==> src/rtl/tile_pkg.sv <==
// Shared types and constants for the tile-map writer: tile geometry, tile
// types, FSM states, the packed FIFO entry and the pixel-to-tile mapping.
package tile_pkg;

    localparam int TILE_SIZE = 80;
    localparam int COLS      = 8;
    localparam int ROWS      = 6;

    typedef enum logic [1:0] {
        EMPTY = 2'd0,
        WALL  = 2'd1,
        GIFT  = 2'd2,
        SPIKE = 2'd3
    } tile_t;

    typedef enum logic [1:0] {
        IDLE,
        LOAD,
        LOAD_LAST,
        DRAIN
    } state_t;

    typedef struct packed {
        logic [2:0] col;
        logic [2:0] row;
        tile_t      ttype;
    } tile_req_t;

    // Counts the tile boundaries at or below pix; a comparator chain, no divider.
    function automatic logic [2:0] tile_index(input logic [10:0] pix,
                                              input int        n_tiles,
                                              input int        tile_size);
        logic [2:0] idx;
        idx = 3'd0;
        for (int k = 1; k < 8; k++) begin
            if (k < n_tiles && int'({21'd0, pix}) >= k * tile_size) begin
                idx = idx + 3'd1;
            end
        end
        return idx;
    endfunction

endpackage

==> src/rtl/tile_req_fifo.sv <==
// Synchronous first-word-fall-through FIFO for pending tile updates.
// A flush empties it; a push in the same cycle becomes the only entry.
module tile_req_fifo #(
    parameter int DEPTH = 4,
    parameter int WIDTH = 8
) (
    input  logic             clk,
    input  logic             resetN,
    input  logic             flush,
    input  logic             push,
    input  logic [WIDTH-1:0] wr_data,
    input  logic             pop,
    output logic [WIDTH-1:0] rd_data,
    output logic             full,
    output logic             empty
);

    localparam int PW = (DEPTH > 1) ? $clog2(DEPTH) : 1;
    localparam int CW = $clog2(DEPTH + 1);

    logic [WIDTH-1:0] mem_q [DEPTH];
    logic [PW-1:0]    rd_ptr_q, rd_ptr_d;
    logic [PW-1:0]    wr_ptr_q, wr_ptr_d;
    logic [CW-1:0]    count_q, count_d;
    logic [PW-1:0]    wr_idx;
    logic             push_ok;
    logic             pop_ok;

    function automatic logic [PW-1:0] ptr_next(input logic [PW-1:0] p);
        return (p == PW'(DEPTH - 1)) ? '0 : p + 1'b1;
    endfunction

    assign full    = (count_q == CW'(DEPTH));
    assign empty   = (count_q == '0);
    assign push_ok = push && (flush || !full);
    assign pop_ok  = pop && !empty && !flush;
    assign wr_idx  = flush ? '0 : wr_ptr_q;
    assign rd_data = mem_q[rd_ptr_q];

    // NOTE: every variable gets a default first so no path leaves it unassigned (no latch).
    always_comb begin
        rd_ptr_d = rd_ptr_q;
        wr_ptr_d = wr_ptr_q;
        count_d  = count_q;
        if (flush) begin
            rd_ptr_d = '0;
            wr_ptr_d = push_ok ? ptr_next('0) : '0;
            count_d  = push_ok ? CW'(1) : '0;
        end else begin
            if (push_ok) wr_ptr_d = ptr_next(wr_ptr_q);
            if (pop_ok)  rd_ptr_d = ptr_next(rd_ptr_q);
            count_d = count_q + CW'(push_ok) - CW'(pop_ok);
        end
    end

    // NOTE: sequential state uses non-blocking assignments so all flops update together.
    always_ff @(posedge clk or negedge resetN) begin
        if (!resetN) begin
            rd_ptr_q <= '0;
            wr_ptr_q <= '0;
            count_q  <= '0;
        end else begin
            rd_ptr_q <= rd_ptr_d;
            wr_ptr_q <= wr_ptr_d;
            count_q  <= count_d;
        end
    end

    // NOTE: storage is not reset; the pointers and count alone define which entries are valid.
    always_ff @(posedge clk) begin
        if (push_ok) mem_q[wr_idx] <= wr_data;
    end

endmodule

==> src/rtl/tile_map_writer.sv <==
// Writes the tile array: full-map sweeps from level ROM on loadLevel, and
// queued single-tile updates drained at the start of each frame.
module tile_map_writer
    import tile_pkg::*;
#(
    parameter int TILE_SIZE  = tile_pkg::TILE_SIZE,
    parameter int COLS       = tile_pkg::COLS,
    parameter int ROWS       = tile_pkg::ROWS,
    parameter int FIFO_DEPTH = 4
) (
    input  logic        clk,
    input  logic        resetN,
    input  logic        StartOfFrame,
    input  logic        loadLevel,
    input  logic [1:0]  levelNum,
    input  logic        req_valid,
    output logic        req_ready,
    input  logic [10:0] reqX,
    input  logic [10:0] reqY,
    input  logic [1:0]  req_type,
    output logic [7:0]  rom_addr,
    input  logic [1:0]  rom_data,
    output logic        wr_en,
    output logic [2:0]  wr_col,
    output logic [2:0]  wr_row,
    output logic [1:0]  wr_type,
    output logic        busy,
    output logic        level_done
);

    localparam int         X_LIMIT  = TILE_SIZE * COLS;
    localparam int         Y_LIMIT  = TILE_SIZE * ROWS;
    localparam logic [5:0] LAST_IDX = 6'(ROWS * COLS - 1);

    state_t     state_q, state_d;
    logic [1:0] level_q, level_d;
    logic [5:0] idx_q, idx_d;         // {row, col} sweep position
    logic       ld_vld_q, ld_vld_d;   // a ROM read was issued last cycle
    logic [5:0] ld_idx_q, ld_idx_d;
    logic       level_done_q, level_done_d;

    logic       fifo_push, fifo_pop, fifo_full, fifo_empty;
    logic       in_range, drain_wr;
    tile_req_t  fifo_wr, fifo_rd;

    assign in_range  = (reqX < 11'(X_LIMIT)) && (reqY < 11'(Y_LIMIT));
    assign req_ready = !fifo_full && (state_q != LOAD) && (state_q != LOAD_LAST);
    assign fifo_push = req_valid && req_ready && in_range;
    assign fifo_wr   = '{col:   tile_index(reqX, COLS, TILE_SIZE),
                         row:   tile_index(reqY, ROWS, TILE_SIZE),
                         ttype: tile_t'(req_type)};
    // A drain write is withheld in the cycle a new load aborts the drain.
    assign drain_wr  = (state_q == DRAIN) && !fifo_empty && !loadLevel;
    assign fifo_pop  = drain_wr;

    tile_req_fifo #(
        .DEPTH (FIFO_DEPTH),
        .WIDTH (8)
    ) u_fifo (
        .clk     (clk),
        .resetN  (resetN),
        .flush   (loadLevel),
        .push    (fifo_push),
        .wr_data (fifo_wr),
        .pop     (fifo_pop),
        .rd_data (fifo_rd),
        .full    (fifo_full),
        .empty   (fifo_empty)
    );

    always_comb begin
        state_d      = state_q;
        level_d      = level_q;
        idx_d        = idx_q;
        ld_vld_d     = 1'b0;
        ld_idx_d     = idx_q;
        level_done_d = 1'b0;
        if (loadLevel) begin
            state_d = LOAD;
            level_d = levelNum;
            idx_d   = '0;
        end else begin
            case (state_q)
                IDLE: begin
                    if (StartOfFrame && !fifo_empty) state_d = DRAIN;
                end
                LOAD: begin
                    ld_vld_d = 1'b1;
                    if (idx_q == LAST_IDX) state_d = LOAD_LAST;
                    else                   idx_d   = idx_q + 6'd1;
                end
                LOAD_LAST: begin
                    level_done_d = 1'b1;
                    idx_d        = '0;
                    state_d      = IDLE;
                end
                DRAIN: begin
                    if (fifo_empty) state_d = IDLE;
                end
                default: state_d = IDLE;
            endcase
        end
    end

    always_ff @(posedge clk or negedge resetN) begin
        if (!resetN) begin
            state_q      <= IDLE;
            level_q      <= '0;
            idx_q        <= '0;
            ld_vld_q     <= 1'b0;
            ld_idx_q     <= '0;
            level_done_q <= 1'b0;
        end else begin
            state_q      <= state_d;
            level_q      <= level_d;
            idx_q        <= idx_d;
            ld_vld_q     <= ld_vld_d;
            ld_idx_q     <= ld_idx_d;
            level_done_q <= level_done_d;
        end
    end

    always_comb begin
        rom_addr = (state_q == LOAD) ? {level_q, idx_q} : 8'd0;
        wr_en    = 1'b0;
        wr_col   = '0;
        wr_row   = '0;
        wr_type  = '0;
        if (ld_vld_q) begin
            wr_en   = 1'b1;
            wr_col  = ld_idx_q[2:0];
            wr_row  = ld_idx_q[5:3];
            wr_type = rom_data;
        end else if (drain_wr) begin
            wr_en   = 1'b1;
            wr_col  = fifo_rd.col;
            wr_row  = fifo_rd.row;
            wr_type = fifo_rd.ttype;
        end
    end

    assign busy       = (state_q != IDLE);
    assign level_done = level_done_q;

endmodule

==> config.mk <==
export PLATFORM = sky130hd
export DESIGN_NAME = tile_map_writer
export DESIGN_NICKNAME = d
export VERILOG_FILES = /design/src/rtl/tile_pkg.sv /design/src/rtl/tile_req_fifo.sv /design/src/rtl/tile_map_writer.sv
export SDC_FILE = /design/constraint.sdc
export NUM_CORES = 1
export LEC_CHECK = 0
export CAP_MARGIN = 40
export CELL_PAD_IN_SITES_DETAIL_PLACEMENT = 1
export CELL_PAD_IN_SITES_GLOBAL_PLACEMENT = 1
export CORE_AREA = 5 5 95 97
export CTS_CLUSTER_SIZE = 40
export DETAILED_ROUTE_END_ITERATION = 7
export DIE_AREA = 0 0 100 102
export PLACE_DENSITY_LB_ADDON = 0.1
export SYNTH_ARGS = -nofsm -noshare
export SYNTH_HDL_FRONTEND = slang
export SYNTH_HIERARCHICAL = 1
export SYNTH_SLANG_ARGS = --single-unit
==> constraint.sdc <==
create_clock -name clk -period 3.88 [get_ports clk]
set_clock_uncertainty 0.1 [all_clocks]
set_input_delay 0.388 -clock clk [delete_from_list [all_inputs] [get_ports clk]]
set_output_delay 0.388 -clock clk [all_outputs]
set_load 0.05 [all_outputs]
==> results of run 1 <==
==> flip-flops by register name, indices dropped and copies added (netlist names) <==
signal           count
ld_vld_q             1
u_fifo/count_q       3
u_fifo/mem_q        32
level_done           1
u_fifo/rd_ptr_q      2
level_q              2
ld_idx_q             6
idx_q                6
u_fifo/wr_ptr_q      2
state_q              2
==> final cells by class <==
class                      count  share of cell area
tap                          105              0.0299
sequential                    57               0.361
clock inverter                 4              0.0111
clock buffer                  12              0.0378
inverter                      11             0.00939
multi-input combinational    220               0.393
timing repair buffer          78               0.158
==> repair_timing <==
action,in CTS,in global routing
setup buffers,3,1
gates resized for setup,22,19
pin swaps,10,14
endpoints found under the setup margin,8,8
gates cloned,0,0
==> placed cells by master (no fill, tap or decap), types with 3 or more instances in the layout <==
| cell | instances |
|---|---|
| a21boi_0 | 3 |
| a21oi_1 | 8 |
| a31oi_1 | 3 |
| and2_1 | 13 |
| buf_4 | 32 |
| buf_6 | 3 |
| clkbuf_8 | 10 |
| clkdlybuf4s50_1 | 37 |
| dfrtp_1 | 25 |
| edfxtp_1 | 32 |
| ha_1 | 12 |
| inv_1 | 10 |
| mux2_2 | 4 |
| mux2i_1 | 5 |
| mux4_2 | 8 |
| nand2_1 | 32 |
| nand2b_1 | 3 |
| nand4_1 | 6 |
| nor2_1 | 22 |
| nor2_2 | 3 |
| nor2b_1 | 4 |
| nor3_1 | 6 |
| o21a_1 | 4 |
| o21ai_0 | 20 |
| or2_2 | 4 |
| xnor3_1 | 4 |
| xor2_1 | 6 |
==> worst paths after layout <==
check                                  startpoint            endpoint  slack [ps]
worst max-delay path                      reqX[9]  u_fifo/mem_q[0][7]          40
worst min-delay path                       resetN          level_done         340
worst max register to register  u_fifo/count_q[2]   u_fifo/count_q[2]         570
worst min register to register           idx_q[4]         ld_idx_q[4]         370
max in group asynchronous                  resetN  u_fifo/wr_ptr_q[0]        3090
min in group clk                         idx_q[4]         ld_idx_q[4]         370
==> power by group <==
| group | switching, W | internal, W |
|---|---|---|
| logic | 0.000133 | 0.000115 |
| registers | 0.00000860 | 0.000668 |
| clock network | 0.000229 | 0.000352 |
==> stage by stage <==
stage | instance area, µm² | cells | TNS, ps
2_1_floorplan | 3370 | 301 | -372
3_3_place_gp | 4100 | 467 | -3790
3_5_place_dp | 4100 | 467 | -5710
4_1_cts | 4370 | 486 | 0
5_1_grt | 4400 | 487 | -624
6_report | 4400 | 487 | 0
==> worst max-delay path: stages <==
cell	delay, ps
buf_8	100
nor3_4	230
nand2_2	90
nor2_4	120
buf_6	100
ha_4	110
a21boi_4	180
nor2_2	70
ha_1	310
o21ai_2	70
o21ai_1	80
ha_1	300
nor2_1	100
nor2_1	50
ha_1	260
a21boi_2	160
o21bai_1	130
ha_2	190
inv_2	30
a311oi_2	240
xnor3_1	290
xor2_2	180
==> routing by layer <==
layer  vias up  global-route usage  wire length [µm]
met5         -                   0                 0
met4         0              0.0497                67
met3         4              0.0369               230
met2        29               0.305              4270
met1      1282               0.217              3560
li1       1252                   -                 -
==> logic make-up after synthesis <==
group	Yosys count
DFF	57
and+or+nand+nor	112
xor gates and xnor gates	14
buffers and inverters	24
muxes	17
adders and majority gates	16
AOI/OAI and AO/OA	61
==> summary.md, run 1 <==
| Metric | Value |
|---|---|
| Status | `finished clean` |
| Top Ports | `53` |
| Slew at the pin closest to its max-slew limit | `around 630 ps` |
| CTS tree | `done` |
| Cell taking the most area after synthesis | `edfxtp_1` |
| Synth area leaders | `edfxtp_1 (29%), dfrtp_1 (19%), ha_1 (5.6%)` |
| CP arrival | `~3800 ps` |
| H-tree lvl count | `3` |
| Synth Area in Compound Gates | `0.120` |
| Final ANT Viol Nets | `0` |
| Hold Vio Cnt, Final | `0` |
| Clk Latency, worst-skew pair | `roughly 330 ps` |
| TritonCTS Buffers | `9` |
| Largest net degree at the start of global routing | `26` |
| WP data required | `~3800 ps` |
| Slew Limit Headroom | `0.575` |
| Top cells by count, synth | `nand2_1 (33), edfxtp_1 (32), dfrtp_1 (25), nor2_1 (25), o21ai_0 (24)` |
| Syn Std Cell Area | `around 0.0033 mm²` |
| Synth Net Count | `350` |
| Top-count cell post-synth | `nand2_1` |
| Setup violators final | `0` |
| Total congestion overflow | `0` |
| Yosys warns | `6` |
| Hold slack | `341 ps` |
| Tmin final | `~3800 ps` |
| Chip height | `between 100 and 150 µm` |
| Maximum VDD drop | `between 0.2 and 0.25 mV` |
| Final net count | `around 430` |
| Fin. max-slew vios | `0` |
| Number of enable flip-flop cells after synthesis | `32` |
| Power, Total | `about 0.0015 W` |
| Die ar. | `0.0102 mm²` |
| Final Cycle Share | `0.990` |
| Max-capacitance violation count | `0` |
| Die X | `roughly 100 µm` |
| Synth Area in Adders | `0.0622` |
| CTS Buffer Depth | `2` |
| Min-Delay Path Class | `input port to asynchronous set/reset pin` |
| Synth Area in Simple Gates | `0.172` |
| Layout fillers | `882` |
| Top cell type's share of synthesized area | `0.288` |
| Diodes inserted | `0` |
| Cts hold-fix bufs | `0` |
| Largest family of logic cells by synthesized area | `simple AND/OR/NAND/NOR gates` |
| RSZ-0062 raised after global routing | `yes` |
| Pleak | `between 1.5 and 2 nW` |
| Syn avg cell area | `~11 µm²` |
| Initial antenna violation count | `0` |
| Mapped Cells | `about 300` |
| Clock sink count | `between 50 and 60` |
| Wire per inst | `about 17 µm` |
| DR pass1 iterations | `4` |
| GRT Total Usage | `0.174` |
| Layout Utilization | `0.546` |
| Setup WS post-layout | `40.3 ps` |
| Fmax | `roughly 260 MHz` |
| Primary FF master, synth | `edfxtp_1` |
| Clock-pin slew on the worst setup and hold paths | `roughly 60 ps` |
| Critical path class | `input port to flip-flop` |
| First-pass GRT wire length | `13.7 mm` |
| Via/cell ratio | `between 5 and 6` |
| Post-Place Setup Slack | `-835 ps` |
| Clock root buffer | `clkbuf_8` |
| Sequential share of the synthesized area | `0.475` |
| Vias | `around 2600` |
| Crit path max fanout | `4` |
| Vias in the first global route | `about 2800` |
| Yosys cell types | `57` |
| # port buffers | `44` |
| Ys async rst share | `0.439` |
| Total core area | `just over 0.008 mm²` |
| Initial Util | `0.415` |
| WL final | `slightly above 8 mm` |
| DR DRC count | `0` |
| Layout cell share with drive strength beyond 1 | `0.236` |
| FF+latch area | `0.00159 mm²` |
| Placement Rows | `33` |
| Post-synthesis mux area share | `0.0825` |
| XOR/XNOR Fraction of Synth Area | `0.0577` |
| Crit. End Element | `flip-flop` |
| Synth Register Bits | `57` |
| Area grow syn2layout | `31.7%` |
| Cell area power density | `about 340 mW/mm²` |
| Reg2Reg Depth | `16` |
| Dpl hpwl | `about 6.2 mm` |
| Multi-input gate area | `about 0.0017 mm²` |
| Routability congestion estimate | `slightly below 0.8` |
| Setup crit start kind | `input port` |
| DRT iter0 DRCs | `slightly above 80` |
(Power assumes the default switching activity.)
==> run 2, diff against run 1 <==
--- a/config.mk
+++ b/config.mk
@@ -8,10 +8,10 @@
 export CAP_MARGIN = 40
 export CELL_PAD_IN_SITES_DETAIL_PLACEMENT = 1
 export CELL_PAD_IN_SITES_GLOBAL_PLACEMENT = 1
-export CORE_AREA = 5 5 95 97
+export CORE_AREA = 5 5 100 102
 export CTS_CLUSTER_SIZE = 40
 export DETAILED_ROUTE_END_ITERATION = 7
-export DIE_AREA = 0 0 100 102
+export DIE_AREA = 0 0 105 107
 export PLACE_DENSITY_LB_ADDON = 0.1
 export SYNTH_ARGS = -nofsm -noshare
 export SYNTH_HDL_FRONTEND = slang
==> constraint.sdc (replaced) <==
create_clock -name clk -period 3.3 [get_ports clk]
set_clock_uncertainty 0.1 [all_clocks]
set_input_delay 0.33 -clock clk [delete_from_list [all_inputs] [get_ports clk]]
set_output_delay 0.33 -clock clk [all_outputs]
set_load 0.05 [all_outputs]
==> run 2 against run 1 <==
The run now ends with negative setup slack left. Die area up 10%. Core utilization shrank 3.7 points. Sequential power is 18% higher. Setup slack got worse by 400 ps. Critical path depth decreased by 2. Final cell count grew 2.7%. Cell area is 4.4% higher. Register-to-register slack got worse by 330 ps. Total power increased by 21%.
==> summary.md, run 2 (synthesis results as in run 1) <==
| Metric | Value |
|---|---|
| M2 GR Usage | `0.253 (-0.0516)` |
| WL final | `7.58 mm (-6.7%)` |
| Setup violators final | `8 (+8)` |
| Total core area | `0.00902 mm² (+12%)` |
| CTS tree | `done` |
| WP data required | `3260 ps (-570 ps)` |
| Cts hold-fix bufs | `0 (unchanged)` |
| Sw Ratio | `0.238 (-0.00840)` |
| Failing checks | `negative setup slack` |
| CTS Buffer Depth | `2 (unchanged)` |
| Most frequent cells in the layout | `buf_4 (41), edfxtp_1 (32), nand2_1 (31), clkdlybuf4s50_1 (28), dfrtp_1 (25)` |
| Setup WS post-layout | `-364 ps (-404 ps)` |
| Clock-pin slew on the worst setup and hold paths | `60 ps (about the same)` |
| Layout cell share with drive strength beyond 1 | `0.285 (+0.0497)` |
| Area grow syn2layout | `37.5%` |
| Largest net degree at the start of global routing | `26 (unchanged)` |
| Layout fillers | `1000 (+13%)` |
| Top flop regs | `u_fifo/mem_q x32, idx_q x6, ld_idx_q x6` |
| Total congestion overflow | `0 (unchanged)` |
| Final ANT Viol Nets | `0 (unchanged)` |
| Vias in the first global route | `2734 (-0.58%)` |
| Initial antenna violation count | `0 (unchanged)` |
| Pleak | `1.84 nW (+4.4%)` |
| Most used cell, CP | `ha_1` |
| Initial Util | `0.370 (-0.0446)` |
| Top Usage Layer GRT | `met2` |
| Clk Latency, worst-skew pair | `320 ps (about the same)` |
| Clock share of power | `0.382 (-0.004)` |
| Multi-input gate area | `0.00178 mm² (+3.0%)` |
| Post-DP Area | `0.00425 mm² (+3.8%)` |
| Via/cell ratio | `5.11 (-3.1%)` |
| CP max stage delay | `310 ps (about the same)` |
| Fin. max-slew vios | `0 (unchanged)` |
| Post-Place Setup Slack | `-1320 ps (-484 ps)` |
| Dpl hpwl | `5.79 mm (-6.2%)` |
| Clock sink count | `57 (unchanged)` |
| Critical path class | `input port to flip-flop` |
| Routability congestion estimate | `0.742 (-6.6%)` |
| Top Ports | `53 (unchanged)` |
| Register with the most flip-flops | `u_fifo/mem_q` |
| Switching power | `0.000435 W (+17%)` |
| Slew Limit Headroom | `0.588 (+0.0132)` |
| Hold Vio Cnt, Final | `0 (unchanged)` |
| Post-route cell area | `0.00459 mm² (+4.4%)` |
| Sequential power share | `0.436 (-0.013)` |
| Critical path cell sequence | `buf_8 -> nor3_4 -> nand2_2 -> nor2_4 -> ha_4 -> xor2_1 -> ha_1 -> o21ai_2 -> o21ai_1 -> ha_1 -> nor2_1 -> nor2_1 -> ha_1 -> a21boi_4 -> o21bai_4 -> ha_4 -> inv_2 -> a311oi_2 -> xnor3_1 -> xor2_2` |
| Max-capacitance violation count | `0 (unchanged)` |
| Setup crit start kind | `input port` |
| DRT iter0 DRCs | `78 (-6.0%)` |
| Min-Delay Path Class | `input port to asynchronous set/reset pin` |
| Cell area power density | `398 mW/mm² (+16%)` |
| RSZ-0062 raised after global routing | `yes` |
| Placement Rows | `35 (+6.1%)` |
| Number of flip-flops in the largest register | `32 (unchanged)` |
| Wire per inst | `15.2 µm (-9.1%)` |
| Layout Utilization | `0.509 (-0.0375)` |
| Slew at the pin closest to its max-slew limit | `618 ps (-14.4 ps)` |
| First-pass GRT wire length | `13.2 mm (-4.1%)` |
| H-tree lvl count | `3 (unchanged)` |
| CP arrival | `3620 ps (-170 ps)` |
| Status | `complete, but fails checks` |
| Comb power frac | `0.182 (+0.017)` |
| Maximum VDD drop | `0.235 mV (+13%)` |
| Slowest-stage cell, CP | `ha_1` |
| Chip height | `107 µm (+4.9%)` |
| Die X | `105 µm (+5.0%)` |
| # port buffers | `44 (unchanged)` |
| Fmax | `between 200 and 300 MHz` |
| GRT met3 Usage | `0.0373 (+0.000467)` |
| Clock root buffer | `clkbuf_8` |
| Crit path max fanout | `4 (unchanged)` |
| Internal | `0.00139 W (+23%)` |
| FF+latch area | `0.00159 mm² (unchanged)` |
| Vias | `2554 (-0.51%)` |
| GRT Total Usage | `0.145 (-0.0289)` |
| Met1 Use GR | `0.173 (-0.0438)` |
| CP top delay family | `adder cells` |
| DR pass1 iterations | `4 (unchanged)` |
| Worst Path Buf+Inv | `2 (-1)` |
| Tmin final | `around 3700 ps` |
| Die ar. | `0.0112 mm² (+10%)` |
| Crit. End Element | `flip-flop` |
| DR DRC count | `0 (unchanged)` |
| Diodes inserted | `0 (unchanged)` |
| Final net count | `433 (+1.6%)` |
| TritonCTS Buffers | `9 (unchanged)` |
| Commonest non-fill, non-tap cell in the layout | `buf_4` |
| Final Cycle Share | `1.11` |
-- run 2: changes by cell type in the layout (fill, tap and decap cells not counted), moves of 3 or more --
cell	before	now
buf_12	0	9
buf_4	32	41
clkdlybuf4s50_1	37	28
buf_2	0	3
-- run 2: final timing paths --
| kind | start | to | slack [ps] | cells past startpoint |
|---|---|---|---|---|
| worst max-delay path | reqX[8] | u_fifo/mem_q[1][7] | -360 | 20 |
| worst min-delay path | resetN | ld_idx_q[2] | 280 | 2 |
| min in group clk | idx_q[4] | ld_idx_q[4] | 380 | 0 |
| max in group asynchronous | resetN | idx_q[5] | 2570 | 2 |
| worst max register to register | u_fifo/count_q[2] | u_fifo/count_q[2] | 240 | 15 |
| worst min register to register | idx_q[4] | ld_idx_q[4] | 380 | 0 |
-- run 2: layout make-up --
class                           instances  area share
Inverter                               11     0.00900
Tap cell                              111      0.0303
Timing Repair Buffer                   85       0.181
Sequential cell                        57       0.346
Clock inverter                          4      0.0147
Multi-Input combinational cell        220       0.388
Clock buffer                           12      0.0316
-- run 2: per-layer routing --
layer / part of all wire / vias up
met2: 0.52 / 47
met4: 0.0075 / 0
met3: 0.038 / 6
met1: 0.44 / 1237
met5: 0 / -
li1: - / 1264
-- run 2: worst register-to-register path, cell delays in order, from the launching register on --
cell and delay, ps:
dfrtp_1 420, or3b_1 230, inv_1 80, nor3_4 190, nand4_1 160, a41oi_2 220
o21a_1 170, inv_1 60, ha_1 280, inv_1 60, ha_1 130, inv_1 40
fa_1 370, xor2_1 160, and2_1 160, nor3_1 140
-- run 2: through the flow --
stage	power (W)	setup TNS, ps	cells	hold WS, ps
final	0.00183	-1690	500	276
after global routing	0.00192	-3070	500	306
after CTS	0.00183	-1300	498	267
after detailed placement	0.00111	-9140	480	378
after global placement	0.00110	-7760	480	382
after floorplan	0.000977	-3670	301	-65.6
-- run 2: repair_timing --
action	in CTS	in global routing
hold endpoints to repair	0	0
buffers inserted	2	2
resized for setup	43	11
pin swaps	16	1
setup endpoints to repair	8	9
-- run 2: power groups by stage --
stage	Combinational [W]	Sequential, W	Clock, W
6_report	0.000333	0.000797	0.000698
5_1_grt	0.000367	0.000798	0.000756
4_1_cts	0.000306	0.000797	0.000724
3_5_place_dp	0.000297	0.000811	0
3_3_place_gp	0.000289	0.000811	0
2_1_floorplan	0.000171	0.000805	0
==> run 3, diff against run 2 <==
--- a/config.mk
+++ b/config.mk
@@ -9,7 +9,7 @@
 export CELL_PAD_IN_SITES_DETAIL_PLACEMENT = 1
 export CELL_PAD_IN_SITES_GLOBAL_PLACEMENT = 1
 export CORE_AREA = 5 5 100 102
-export CTS_CLUSTER_SIZE = 40
+export CTS_CLUSTER_SIZE = 20
 export DETAILED_ROUTE_END_ITERATION = 7
 export DIE_AREA = 0 0 105 107
 export PLACE_DENSITY_LB_ADDON = 0.1
==> results of run 3 <==
No change in the layout: final DEF, timing and power equal those of run 2.
